===== src/rtl/ram16b_fifo_pkg.sv =====
// Shared definitions for the ram16b FIFO controller: default widths, output-buffer
// occupancy encoding and the read-issue credit helper.
package ram16b_fifo_pkg;

  localparam int unsigned FIFO_DW = 16;
  localparam int unsigned FIFO_AW = 5;

  typedef enum logic [1:0] {
    OCC_EMPTY = 2'd0,
    OCC_ONE   = 2'd1,
    OCC_TWO   = 2'd2
  } occ_e;

  // A read may start only if the head/skid pair can still absorb it when it returns.
  function automatic logic issue_credit(input logic [1:0] occ, input logic inflight,
                                        input logic pop);
    logic [2:0] used;
    used = {1'b0, occ} + {2'b00, inflight};
    return used < (3'd2 + {2'b00, pop});
  endfunction

endpackage


===== src/rtl/ram16b_fifo_outbuf.sv =====
// Two-entry head/skid buffer that absorbs the RAM read latency and presents a
// first-word-fall-through head to the consumer.
module ram16b_fifo_outbuf
  import ram16b_fifo_pkg::*;
#(
  parameter int unsigned DW = FIFO_DW
) (
  input  logic          clk_i,
  input  logic          reset_ni,
  input  logic          flush_i,
  input  logic          cap_valid_i,
  input  logic [DW-1:0] cap_data_i,
  input  logic          pop_i,
  output logic [DW-1:0] out_data_o,
  output logic          out_valid_o,
  output logic [1:0]    occ_o
);

  occ_e          occ_q, occ_d;
  logic [DW-1:0] head_q, head_d;
  logic [DW-1:0] skid_q, skid_d;
  logic          valid_q, valid_d;

  // Buffer state register.
  always_ff @(posedge clk_i or negedge reset_ni) begin
    if (!reset_ni) begin
      occ_q   <= OCC_EMPTY;
      head_q  <= {DW{1'b0}};
      skid_q  <= {DW{1'b0}};
      valid_q <= 1'b0;
    end else begin
      occ_q   <= occ_d;
      head_q  <= head_d;
      skid_q  <= skid_d;
      valid_q <= valid_d;
    end
  end

  // Capture/pop/flush next-state; pop_i is only asserted while the head is valid.
  always_comb begin
    occ_d  = occ_q;
    head_d = head_q;
    skid_d = skid_q;
    if (flush_i) begin
      occ_d = OCC_EMPTY;
    end else begin
      case ({pop_i, cap_valid_i})
        2'b11: begin
          if (occ_q == OCC_TWO) begin
            head_d = skid_q;
            skid_d = cap_data_i;
          end else begin
            head_d = cap_data_i;
          end
        end
        2'b10: begin
          head_d = skid_q;
          occ_d  = (occ_q == OCC_TWO) ? OCC_ONE : OCC_EMPTY;
        end
        2'b01: begin
          if (occ_q == OCC_EMPTY) begin
            head_d = cap_data_i;
            occ_d  = OCC_ONE;
          end else begin
            skid_d = cap_data_i;
            occ_d  = OCC_TWO;
          end
        end
        default: begin
          occ_d = occ_q;
        end
      endcase
    end
    valid_d = (occ_d != OCC_EMPTY);
  end

  assign out_data_o  = head_q;
  assign out_valid_o = valid_q;
  assign occ_o       = occ_q;

endmodule


===== src/rtl/ram16b_fifo_ctl.sv =====
// FIFO controller driving an external 32x16 ram16b with FWFT output.
// Optional RAM16B_FIFO_BYPASS_EN: pushes into a fully empty FIFO go straight to the head.
module ram16b_fifo_ctl
  import ram16b_fifo_pkg::*;
#(
  parameter int unsigned DW = FIFO_DW,
  parameter int unsigned AW = FIFO_AW
) (
  input  logic          clk_i,
  input  logic          reset_ni,
  input  logic          flush_i,
  input  logic [DW-1:0] in_data_i,
  input  logic          in_valid_i,
  output logic          in_ready_o,
  output logic [DW-1:0] out_data_o,
  output logic          out_valid_o,
  input  logic          out_ready_i,
  output logic [AW:0]   level_o,
  output logic [DW-1:0] ram_wdata_o,
  output logic          ram_wen_o,
  output logic [AW-1:0] ram_waddr_o,
  output logic [AW-1:0] ram_raddr_o,
  input  logic [DW-1:0] ram_rdata_i
);

  localparam logic [AW:0] RAM_DEPTH = {1'b1, {AW{1'b0}}};
  localparam logic [AW:0] PTR_ONE   = {{AW{1'b0}}, 1'b1};

  logic [AW:0]   wr_ptr_q, wr_ptr_d;
  logic [AW:0]   rd_ptr_q, rd_ptr_d;
  logic          inflight_q, inflight_d;
  logic [AW:0]   level_q, level_d;

  logic [AW:0]   ram_cnt_s;
  logic          ram_full_s, ram_empty_s;
  logic          push_s, pop_s, bypass_s, ram_push_s, issue_s;
  logic          cap_valid_s;
  logic [DW-1:0] cap_data_s;
  logic [1:0]    occ_s;

  assign ram_cnt_s   = wr_ptr_q - rd_ptr_q;
  assign ram_full_s  = (ram_cnt_s == RAM_DEPTH);
  assign ram_empty_s = (wr_ptr_q == rd_ptr_q);
  assign in_ready_o  = reset_ni & ~ram_full_s & ~flush_i;
  assign push_s      = in_valid_i & in_ready_o;
  assign pop_s       = out_valid_o & out_ready_i;

  // Bypass only when no older word exists in RAM, in flight, or in the buffer.
  always_comb begin
`ifdef RAM16B_FIFO_BYPASS_EN
    bypass_s = push_s & ram_empty_s & ~inflight_q &
               ((occ_s == OCC_EMPTY) | ((occ_s == OCC_ONE) & pop_s));
`else
    bypass_s = 1'b0;
`endif
  end

  assign ram_push_s  = push_s & ~bypass_s;
  assign issue_s     = ~ram_empty_s & issue_credit(occ_s, inflight_q, pop_s) & ~flush_i;
  assign cap_valid_s = (inflight_q & ~flush_i) | bypass_s;
  assign cap_data_s  = inflight_q ? ram_rdata_i : in_data_i;

  // Pointer, in-flight and level register.
  always_ff @(posedge clk_i or negedge reset_ni) begin
    if (!reset_ni) begin
      wr_ptr_q   <= {(AW+1){1'b0}};
      rd_ptr_q   <= {(AW+1){1'b0}};
      inflight_q <= 1'b0;
      level_q    <= {(AW+1){1'b0}};
    end else begin
      wr_ptr_q   <= wr_ptr_d;
      rd_ptr_q   <= rd_ptr_d;
      inflight_q <= inflight_d;
      level_q    <= level_d;
    end
  end

  // Next-state: flush drops everything still queued; level tracks accepted minus popped.
  always_comb begin
    wr_ptr_d   = wr_ptr_q;
    rd_ptr_d   = rd_ptr_q;
    inflight_d = 1'b0;
    level_d    = level_q;
    if (flush_i) begin
      rd_ptr_d = wr_ptr_q;
      level_d  = {(AW+1){1'b0}};
    end else begin
      if (ram_push_s) begin
        wr_ptr_d = wr_ptr_q + PTR_ONE;
      end else begin
        wr_ptr_d = wr_ptr_q;
      end
      if (issue_s) begin
        rd_ptr_d   = rd_ptr_q + PTR_ONE;
        inflight_d = 1'b1;
      end else begin
        rd_ptr_d   = rd_ptr_q;
        inflight_d = 1'b0;
      end
      level_d = level_q + {{AW{1'b0}}, push_s} - {{AW{1'b0}}, pop_s};
    end
  end

  assign ram_wen_o   = ram_push_s;
  assign ram_waddr_o = wr_ptr_q[AW-1:0];
  assign ram_wdata_o = in_data_i;
  assign ram_raddr_o = rd_ptr_q[AW-1:0];
  assign level_o     = level_q;

  ram16b_fifo_outbuf #(
    .DW(DW)
  ) u_outbuf (
    .clk_i      (clk_i),
    .reset_ni   (reset_ni),
    .flush_i    (flush_i),
    .cap_valid_i(cap_valid_s),
    .cap_data_i (cap_data_s),
    .pop_i      (pop_s),
    .out_data_o (out_data_o),
    .out_valid_o(out_valid_o),
    .occ_o      (occ_s)
  );

endmodule


===== config.mk =====
export PLATFORM = sky130hd
export DESIGN_NAME = ram16b_fifo_ctl
export DESIGN_NICKNAME = d
export VERILOG_FILES = /design/src/rtl/ram16b_fifo_pkg.sv /design/src/rtl/ram16b_fifo_outbuf.sv /design/src/rtl/ram16b_fifo_ctl.sv
export SDC_FILE = /design/constraint.sdc
export NUM_CORES = 1
export LEC_CHECK = 0
export BUFFER_PORTS_ARGS = -buffer_cell sky130_fd_sc_hd__buf_2
export CORE_ASPECT_RATIO = 1.4
export CORE_MARGIN = 2
export CORE_UTILIZATION = 58
export DETAILED_ROUTE_END_ITERATION = 16
export HOLD_SLACK_MARGIN = 0.12
export PLACE_DENSITY = 0.84
export SYNTH_ARGS = -nofsm -noshare
export SYNTH_HDL_FRONTEND = slang
export SYNTH_SLANG_ARGS = --single-unit

===== constraint.sdc =====
create_clock -name clk_i -period 10.3 [get_ports clk_i]
set_input_delay 1.03 -clock clk_i [delete_from_list [all_inputs] [get_ports clk_i]]
set_output_delay 1.03 -clock clk_i [all_outputs]
set_load 0.01 [all_outputs]

# Word-level counts from Yosys, hierarchy flattened
# Cells that the tools add are included.
# Widths: inputs -> output; s select.
[word_totals]
ff_bits = 54
inputBits = 37
output_inout_bits = 51
elab_cells = 59
[classes]
add_sub_neg = 7
order_cmp = 1
n_eq_ne = 9
n_mux = 16
bitwise = 10
reduce_logical = 8
[ops]
columns = ["op", "count"]
rows = [
  ["$mux 16", 5],
  ["$pmux 16 s3", 1],
  ["$pmux 16 s2", 1],
  ["$mux 6", 3],
  ["$add 6x1->6 const B", 2],
  ["$and 1x1->1", 7],
  ["$add 6x1->6", 1],
  ["$eq 2x2->1 const B", 3],
  ["$eq 6x6->1", 1],
  ["$eq 6x6->1 const B", 1],
  ["$reduce_bool 2->1", 3],
  ["$sub 6x1->6", 1],
  ["$sub 6x6->6", 1],
  ["$mux 2", 2],
  ["$ne 2x1->1 const B", 2],
  ["$pmux 2 s2", 1],
  ["$reduce_and 4->1", 1],
  ["$add 2x1->3", 1],
  ["$add 2x1->3 const A", 1],
  ["$lt 3x3->1", 1],
  ["$mux 1", 3],
  ["$not 1->1", 3],
  ["$reduce_and 3->1", 1],
  ["$reduce_bool 3->1", 1],
  ["4 further kinds", 4],
]

# Longest topological paths before layout
# Gate-level depths: netlist (run 1).
[logic_depth]
ltp_word = 9
depth_mapped = 16
ltp_nobuf = 16

# Hierarchy
# From an unflattened synthesis (run 1), not the netlist that was laid out.
[unflattened]
hier_cells = 353
area_unflattened_um2 = 3717.3
[by_module_without_submodules]
columns = ["module", "n_inst", "cells_per_inst", "area_each_um2", "seq_area_each_um2"]
rows = [
  ["ram16b_fifo_outbuf", 1, 173, 1988.2, 875.8],
  ["ram16b_fifo_ctl", 1, 180, 1729.2, 475.5],
]

# Least setup slack after synthesis (run 1)
# OpenSTA, ideal clock, no wires.
[synth_timing]
path_type = "register -> register"
from = "register wr_ptr_q[1]"
to = "register level_q[5] (netlist: level_o[5])"
setup_time_ns = 0.132
arrival_time_ns = 3.176
t_required_ns = 10.168
setup_slack_ns = 6.992
path_stages_with_launch = 16
period_less_slack_ns = 3.308
path_cell_list = "dfrtp_1 ha_1 nor2b_1 or4_4 a2111oi_4 o211ai_4 nand2_4 ha_1 inv_1 ha_1 a21o_1 a21oi_1 o21bai_1 a21oi_1 xnor2_1 nor2_1"
[synth_between]
elab_chain_cells = 9
[synth_lines]
columns = ["element", "line", "source"]
rows = [
  ["start, declared", "ram16b_fifo_ctl.sv:29", "logic [AW:0] wr_ptr_q, wr_ptr_d;"],
  ["start signal, assigned", "ram16b_fifo_ctl.sv:66", "wr_ptr_q <= {(AW+1){1'b0}};"],
  ["start signal, assigned", "ram16b_fifo_ctl.sv:71", "wr_ptr_q <= wr_ptr_d;"],
  ["$sub 6x6->6", "ram16b_fifo_ctl.sv:41", "assign ram_cnt_s = wr_ptr_q - rd_ptr_q;"],
  ["$eq 6x6->1", "ram16b_fifo_ctl.sv:42", "assign ram_full_s = (ram_cnt_s == RAM_DEPTH);"],
  ["$not 1->1", "ram16b_fifo_ctl.sv:44", "assign in_ready_o = reset_ni & ~ram_full_s & ~flush_i;"],
  ["$and 1x1->1 (2 in series)", "ram16b_fifo_ctl.sv:44", ""],
  ["$and 1x1->1", "ram16b_fifo_ctl.sv:45", "assign push_s = in_valid_i & in_ready_o;"],
  ["$add 6x1->6", "ram16b_fifo_ctl.sv:100", "level_d = level_q + {{AW{1'b0}}, push_s} - {{AW{1'b0}}, pop_s};"],
  ["$sub 6x1->6", "ram16b_fifo_ctl.sv:100", ""],
  ["$mux 6", "ram16b_fifo_ctl.sv:84", "if (flush_i) begin"],
  ["via level_d[5]", "ram16b_fifo_ctl.sv:32", "logic [AW:0] level_q, level_d;"],
  ["end signal, assigned", "ram16b_fifo_ctl.sv:69", "level_q <= {(AW+1){1'b0}};"],
  ["end signal, assigned", "ram16b_fifo_ctl.sv:74", "level_q <= level_d;"],
  ["end, declared", "ram16b_fifo_ctl.sv:32", ""],
]
# The timed path passes the listed nets, and every way through them passes these cells.
# A chain may end at the register's enable or synchronous reset.

# Worst setup path after layout (run 1)
[layout_timing]
from = "register wr_ptr_q[4]"
to = "output in_ready_o"
[layout_between]
elab_chain_cells = 5
[layout_lines]
columns = ["element", "line", "source"]
rows = [
  ["$sub 6x6->6", "ram16b_fifo_ctl.sv:41", ""],
  ["$eq 6x6->1", "ram16b_fifo_ctl.sv:42", ""],
  ["$not 1->1", "ram16b_fifo_ctl.sv:44", ""],
  ["$and 1x1->1 (2 in series)", "ram16b_fifo_ctl.sv:44", ""],
  ["end, declared", "ram16b_fifo_ctl.sv:14", "output logic in_ready_o,"],
]
# Every way passes these cells.

==> flow_metrics.tcl, run 1 <==
set metrics [dict create \
    status "completed" \
    cts_setup_buffers 0 \
    p_int_w 0.000585 \
    wl_per_cell_um 14.4 \
    insertion_delay_ps 310 \
    min_path_type "reg2reg" \
    antenna_found_initial 0 \
    synthesis.nets 439 \
    worst-endpoint-arrival_ps 2700 \
    fillers 500 \
    clockBufferDepth 2 \
    grt_pass1_vias 2736 \
    finalPower_w 0.00103 \
    diodes 0 \
    grt_first_pass_wirelength_um 12300 \
    cts_buffers 5 \
    clk_pin_slew_ps 90 \
    period_share_pct 36.2 \
    p_seq_share_pct 37.4 \
    setup_viol 0 \
    hold_ws_ps 482 \
    synthTopCellsByArea "dfrtp_1 39%, ha_1 6.8%, o21ai_0 5.7%" \
    dp.cells 493 \
    power.share.combinational_pct 50.5 \
    drt_iter0_drc 146 \
    ant_nets 0 \
    synthTopCellsByCount "54 x dfrtp_1, 44 x nand2_1, 40 x o21ai_0" \
    pwr_density_cell_nw_per_um2 266 \
    syn_inst 382 \
    synth_xor_area_share_pct 4.25 \
    post-route-drc-count 0 \
    synth_area_um2 3510 \
    p_clk_share_pct 12.0 \
    start_kind "flop" \
    initial_utilization_pct 59.8 \
    synth_compound_area_share_pct 20.6 \
    tritoncts "built" \
    numPortBuffers 87 \
    worst_pin_slew_ps 1100 \
    synth-edff-count 0 \
    seq_area_um2 1350 \
    fmax_mhz 268 \
    synth_adder_area_share_pct 7.35 \
    nets 487 \
    rsz0062_at_grt "false" \
    ys_ff_latch 54 \
    drt-vias-per-instance 5.73 \
    slew-limit-headroom_pct 26.6 \
    synthArstFlopShare_pct 100 \
    routed_wirelength_um 7230 \
    netSwitchingPower_w 0.000440 \
    synthToLayoutAreaGrowth_pct 9.96 \
    cp-end-kind "primary output" \
    num_vias 2872 \
    yosys.area.top_type "dfrtp_1" \
    cts_root_buf "clkbuf_8" \
    yosys.area.top_type_share_pct 38.5 \
    dieArea_um2 6690 \
    cts_max_level 2 \
    firstDrtPassIters 4 \
    die_height_um 96.0 \
    cap_violations 0 \
    slew_viol_final 0 \
    layout.cells.non_filler 501 \
    cts.repair.resized 0 \
    endpoint "in_ready_o" \
    cts.sinks 54 \
    hold_viol_final 0 \
    row_count 33 \
    globalplace.congestion 0.813 \
    synth_mux_area_share_pct 5.89 \
    cp.required_ps 9270 \
    crit_fanout 8 \
    startpoint "wr_ptr_q[4]$_DFFE_PN0P_" \
    synth_top_family_by_area "compound AO/OA/AOI/OAI gates" \
    ys_seq_area_share_pct 38.5 \
    synth_flop_cell "dfrtp_1" \
    r2r_slack_ps 6750 \
    num_io_pins 88 \
    die_w_um 69.7 \
    multi_input_area_um2 1760 \
    synth_warnings 0 \
    synthMostInstantiatedCell "dfrtp_1" \
    rr_endpoint "level_o[5]$_DFF_PN0_" \
    switching_share_pct 43.0 \
    grt-ovfl-total 0 \
    synth-simple-area-share_pct 12.0 \
    hold_buffers 0 \
    period_minus_slack_ps 3730 \
    track_usage_pct 22.5 \
    rr_worst_depth 15 \
    r2r-start "wr_ptr_q[4]$_DFFE_PN0P_" \
    drive_gt1_share_pct 25.1 \
    syn_avg_cell_area_um2 9.18 \
    hpwl_um 5190 \
    grt_max_degree 57 \
    core_area_um2 5860 \
    finalSetupTns_ps 0 \
    vdd_ir_drop_max_v 0.000111 \
    synth.distinct_cells 45 \
    skew_ps 5.80 \
    worstSetupPathType "reg2out" \
    p_leak_nw 2.08 \
]
-- critical path, stage by stage (launching register included) --
cell and delay (ps):
dfrtp_1 440, ha_1 410, nor3b_1 180, or4_4 430
a2111oi_4 360, o211ai_4 190, and3b_2 250, buf_2 140
-- layer usage --
layer	part of all wire, %	GRT usage, %	wire, um	up-vias
li1	-	-	-	1398
met1	42	27.9	3040	1361
met2	50	39.7	3640	97
met3	5.3	3.98	385	16
met4	2.2	8.33	162	0
met5	0	0	0	-
-- logic make-up after synthesis --
logic type | Yosys count
AOI/OAI and AO/OA | 105
xor gates and xnor gates | 17
adders and majority gates | 20
buffers and inverters | 80
DFF | 54
muxes | 20
and+or+nand+nor | 86
-- cell usage in the layout (no fill, tap or decap), types with 2 or more instances in the layout --
cell	instances
nand4_1	4
dfrtp_1	54
mux2i_1	18
a21oi_1	9
inv_1	33
o21ai_0	39
nand2_1	44
nor3b_1	2
a211oi_1	17
nand3_1	3
o21a_1	2
a21o_1	16
clkbuf_8	6
xor2_1	4
nor2_1	12
xnor2_1	13
nor3_1	3
a221oi_1	15
nor2b_1	5
ha_1	19
buf_2	87
-- state kept, by name, summed over array words and instances, names as in the netlist --
signal / flops
u_outbuf.out_valid_o: 1
wr_ptr_q: 6
rd_ptr_q: 6
u_outbuf.occ_o: 2
inflight_q: 1
u_outbuf.out_data_o: 16
level_o: 6
u_outbuf.skid_q: 16
-- how the worst min path moves through the flow --
stage / from / endpoint / slack (ps) / depth (start not counted)
finish: u_outbuf.out_data_o[9]$_DFFE_PN0P_ / u_outbuf.out_data_o[9]$_DFFE_PN0P_ / 480 / 1
global route: u_outbuf.out_data_o[9]$_DFFE_PN0P_ / u_outbuf.out_data_o[9]$_DFFE_PN0P_ / 500 / 1
CTS: u_outbuf.out_data_o[9]$_DFFE_PN0P_ / u_outbuf.out_data_o[9]$_DFFE_PN0P_ / 490 / 1
detailed placement: u_outbuf.out_data_o[8]$_DFFE_PN0P_ / u_outbuf.out_data_o[8]$_DFFE_PN0P_ / 460 / 1
global placement: u_outbuf.skid_q[11]$_DFFE_PN0P_ / u_outbuf.skid_q[11]$_DFFE_PN0P_ / 460 / 2
floorplan: u_outbuf.skid_q[11]$_DFFE_PN0P_ / u_outbuf.skid_q[11]$_DFFE_PN0P_ / 450 / 2
-- power by group through the flow --
stage / Sequential, W / Combinational (W) / Clock, W
6_report: 0.000384 / 0.000518 / 0.000123
5_1_grt: 0.000399 / 0.000578 / 0.000134
4_1_cts: 0.000384 / 0.000522 / 0.000126
3_5_place_dp: 0.000388 / 0.000518 / 0
3_3_place_gp: 0.000385 / 0.000498 / 0
2_1_floorplan: 0.000374 / 0.000407 / 0
-- metrics by stage --
step	setup WS [ps]	area, um2	utilization, %
CTS	6560	3850	65.7
global route	6440	3850	65.7
detailed placement	6570	3760	64.2
global placement	6650	3760	64.2
finish	6570	3850	65.7
floorplan	6990	3510	-
-- final cells by class --
cell class	instances	share of cell area [%]
Clock buffer	7	2.24
Inverter	33	3.21
Tap cell	70	2.27
Multi-Input combinational cell	248	45.6
Timing Repair Buffer	88	11.5
Clock inverter	1	0.130
Sequential cell	54	35.1
Note: power is estimated with default switching activity, not from simulation.
==> inputs of run 2 (changes only) <==
--- a/config.mk
+++ b/config.mk
@@ -8,10 +8,10 @@
 export BUFFER_PORTS_ARGS = -buffer_cell sky130_fd_sc_hd__buf_2
 export CORE_ASPECT_RATIO = 1.4
 export CORE_MARGIN = 2
-export CORE_UTILIZATION = 58
+export CORE_UTILIZATION = 49
 export DETAILED_ROUTE_END_ITERATION = 16
 export HOLD_SLACK_MARGIN = 0.12
-export PLACE_DENSITY = 0.84
+export PLACE_DENSITY = 0.75
 export SYNTH_ARGS = -nofsm -noshare
 export SYNTH_HDL_FRONTEND = slang
 export SYNTH_SLANG_ARGS = --single-unit
==> constraint.sdc (replaced) <==
create_clock -name clk_i -period 3.2 [get_ports clk_i]
set_input_delay 0.32 -clock clk_i [delete_from_list [all_inputs] [get_ports clk_i]]
set_output_delay 0.32 -clock clk_i [all_outputs]
set_load 0.01 [all_outputs]
==> run 2 against run 1 <==
The flow now finishes with violations (negative setup slack). Sequential power grew to 3.0 times the previous value. Largest power group unchanged. Non-clock buffer count is 25 higher. Critical endpoint unchanged. Clock-buffer cell count did not move. Clock skew rose by 2.2 ps.
==> flow_metrics.tcl, run 2 (synthesized netlist as in run 1, its figures left out) <==
set metrics [dict create \
    cap_violations 0 \
    rsz0062_at_grt "true" \
    num_io_pins 88 \
    pwr_density_cell_nw_per_um2 857 \
    row_count 36 \
    slew_viol_final 0 \
    final_common_cell "buf_2" \
    p_leak_nw 2.20 \
    fmax_mhz 307 \
    hold_viol_final 0 \
    grt-ovfl-total 0 \
    clk_pin_slew_ps 100 \
    vdd_ir_drop_max_v 0.000406 \
    cts_max_level 2 \
    initial_utilization_pct 50.5 \
    fin_area_um2 4160 \
    hpwl_um 5780 \
    wl_met1_um 3210 \
    cts_buffers 5 \
    final_cell_mix "87 x buf_2, 54 x dfrtp_1, 44 x nand2_1" \
    core_area_um2 6940 \
    drt_iter0_drc 120 \
    cts.sinks 54 \
    dieArea_um2 7860 \
    worst_pin_slew_ps 864 \
    setup_viol 3 \
    diodes 0 \
    globalplace.congestion 0.850 \
    post-place-ws_ps -104 \
    drive_gt1_share_pct 32.0 \
    fin_ws_ps -54.8 \
    period_share_pct 102 \
    placed_area_um2 4000 \
    status "finished with violations" \
    cp-end-kind "primary output" \
    firstDrtPassIters 4 \
    num_vias 2965 \
    die_w_um 75.5 \
    dr_wl_met3_um 339 \
    tritoncts "built" \
    routed.top_layer "met4" \
    routed_wirelength_um 8070 \
    min_path_type "in2async" \
    grt_first_pass_wirelength_um 13800 \
    cts_root_buf "clkbuf_8" \
    period_minus_slack_ps 3250 \
    violations "negative setup slack" \
    worstSetupPathType "reg2out" \
    slew-limit-headroom_pct 42.3 \
    worst-endpoint-arrival_ps 2930 \
    track_usage_pct 22.0 \
    drt-vias-per-instance 5.38 \
    synthToLayoutAreaGrowth_pct 18.7 \
    met2_wirelength_um 4370 \
    cp.required_ps 2880 \
    hold_buffers 0 \
    insertion_delay_ps 310 \
    start_kind "flop" \
    nets 512 \
    wl_per_cell_um 14.6 \
    grt_pass1_vias 2995 \
    die_height_um 104 \
    numPortBuffers 87 \
    antenna_found_initial 0 \
    ant_nets 0 \
    skew_ps 7.96 \
    post-route-drc-count 0 \
    crit_fanout 5 \
    grt_max_degree 56 \
    clockBufferDepth 2 \
]
[run 2: final timing paths]
| path | endpoint | cells past startpoint | start | slack, ps |
|---|---|---|---|---|
| worst max-delay path | in_ready_o | 11 | rd_ptr_q[1]$_DFFE_PN0P_ | -50 |
| worst min-delay path | u_outbuf.skid_q[9]$_DFFE_PN0P_ | 2 | reset_ni | 150 |
| worst max register to register | level_o[4]$_DFF_PN0_ | 16 | rd_ptr_q[1]$_DFFE_PN0P_ | -40 |
| worst min register to register | u_outbuf.out_data_o[13]$_DFFE_PN0P_ | 1 | u_outbuf.out_data_o[13]$_DFFE_PN0P_ | 480 |
| max in group asynchronous | u_outbuf.out_data_o[15]$_DFFE_PN0P_ | 2 | reset_ni | 2570 |
| min in group clk_i | u_outbuf.skid_q[11]$_DFFE_PN0P_ | 3 | ram_rdata_i[11] | 350 |
[run 2: power breakdown]
group          internal (W)  switching, W  leakage (nW)
Combinational      0.000929       0.00107          1.46
Clock              0.000180      0.000234        0.0489
Sequential         0.000959      0.000192         0.688
[run 2: routing by layer]
layer,track usage [%],up-vias
li1,-,1449
met1,26.5,1404
met2,38.5,100
met3,2.62,12
met4,8.52,0
met5,0,-
[run 2: area by class of cell]
class / count / area [um2]
repair buffers: 113 / 631
clock inverters: 1 / 8.76
multi-input cells: 248 / 1840
flip-flops and latches: 54 / 1350
well taps: 95 / 119
fillers: 644 / 2780
inverters: 33 / 126
clock buffers: 7 / 86.3
[run 2: per-stage QoR]
| stage | instances | util (%) | setup TNS (ps) | total power, W | hold WS [ps] |
|---|---|---|---|---|---|
| 6_report | 551 | 60.0 | -114 | 0.00357 | 154 |
| 5_1_grt | 551 | 60.0 | -685 | 0.00388 | 212 |
| 4_1_cts | 549 | 59.8 | -37.7 | 0.00356 | 181 |
| 3_5_place_dp | 538 | 57.7 | -147 | 0.00310 | 461 |
| 3_3_place_gp | 538 | 57.7 | 0 | 0.00302 | 459 |
| 2_1_floorplan | 382 | - | -66.2 | 0.00255 | 24.4 |
[run 2: repair_timing]
| action | 4_1_cts | 5_1_grt |
|---|---|---|
| pin swaps | 12 | 9 |
| cloned | 0 | 0 |
| setup endpoints to repair | 2 | 4 |
| gates resized for setup | 6 | 0 |
| buffers inserted | 3 | 2 |
[run 2: worst max-delay path, cell delays in order (launching register included)]
cell	delay, ps
dfrtp_1	400
inv_2	80
ha_4	210
nor2b_4	120
or4_4	520
a2111oi_4	400
o211ai_4	140
buf_4	160
buf_4	120
buf_4	140
and3b_2	200
buf_2	130
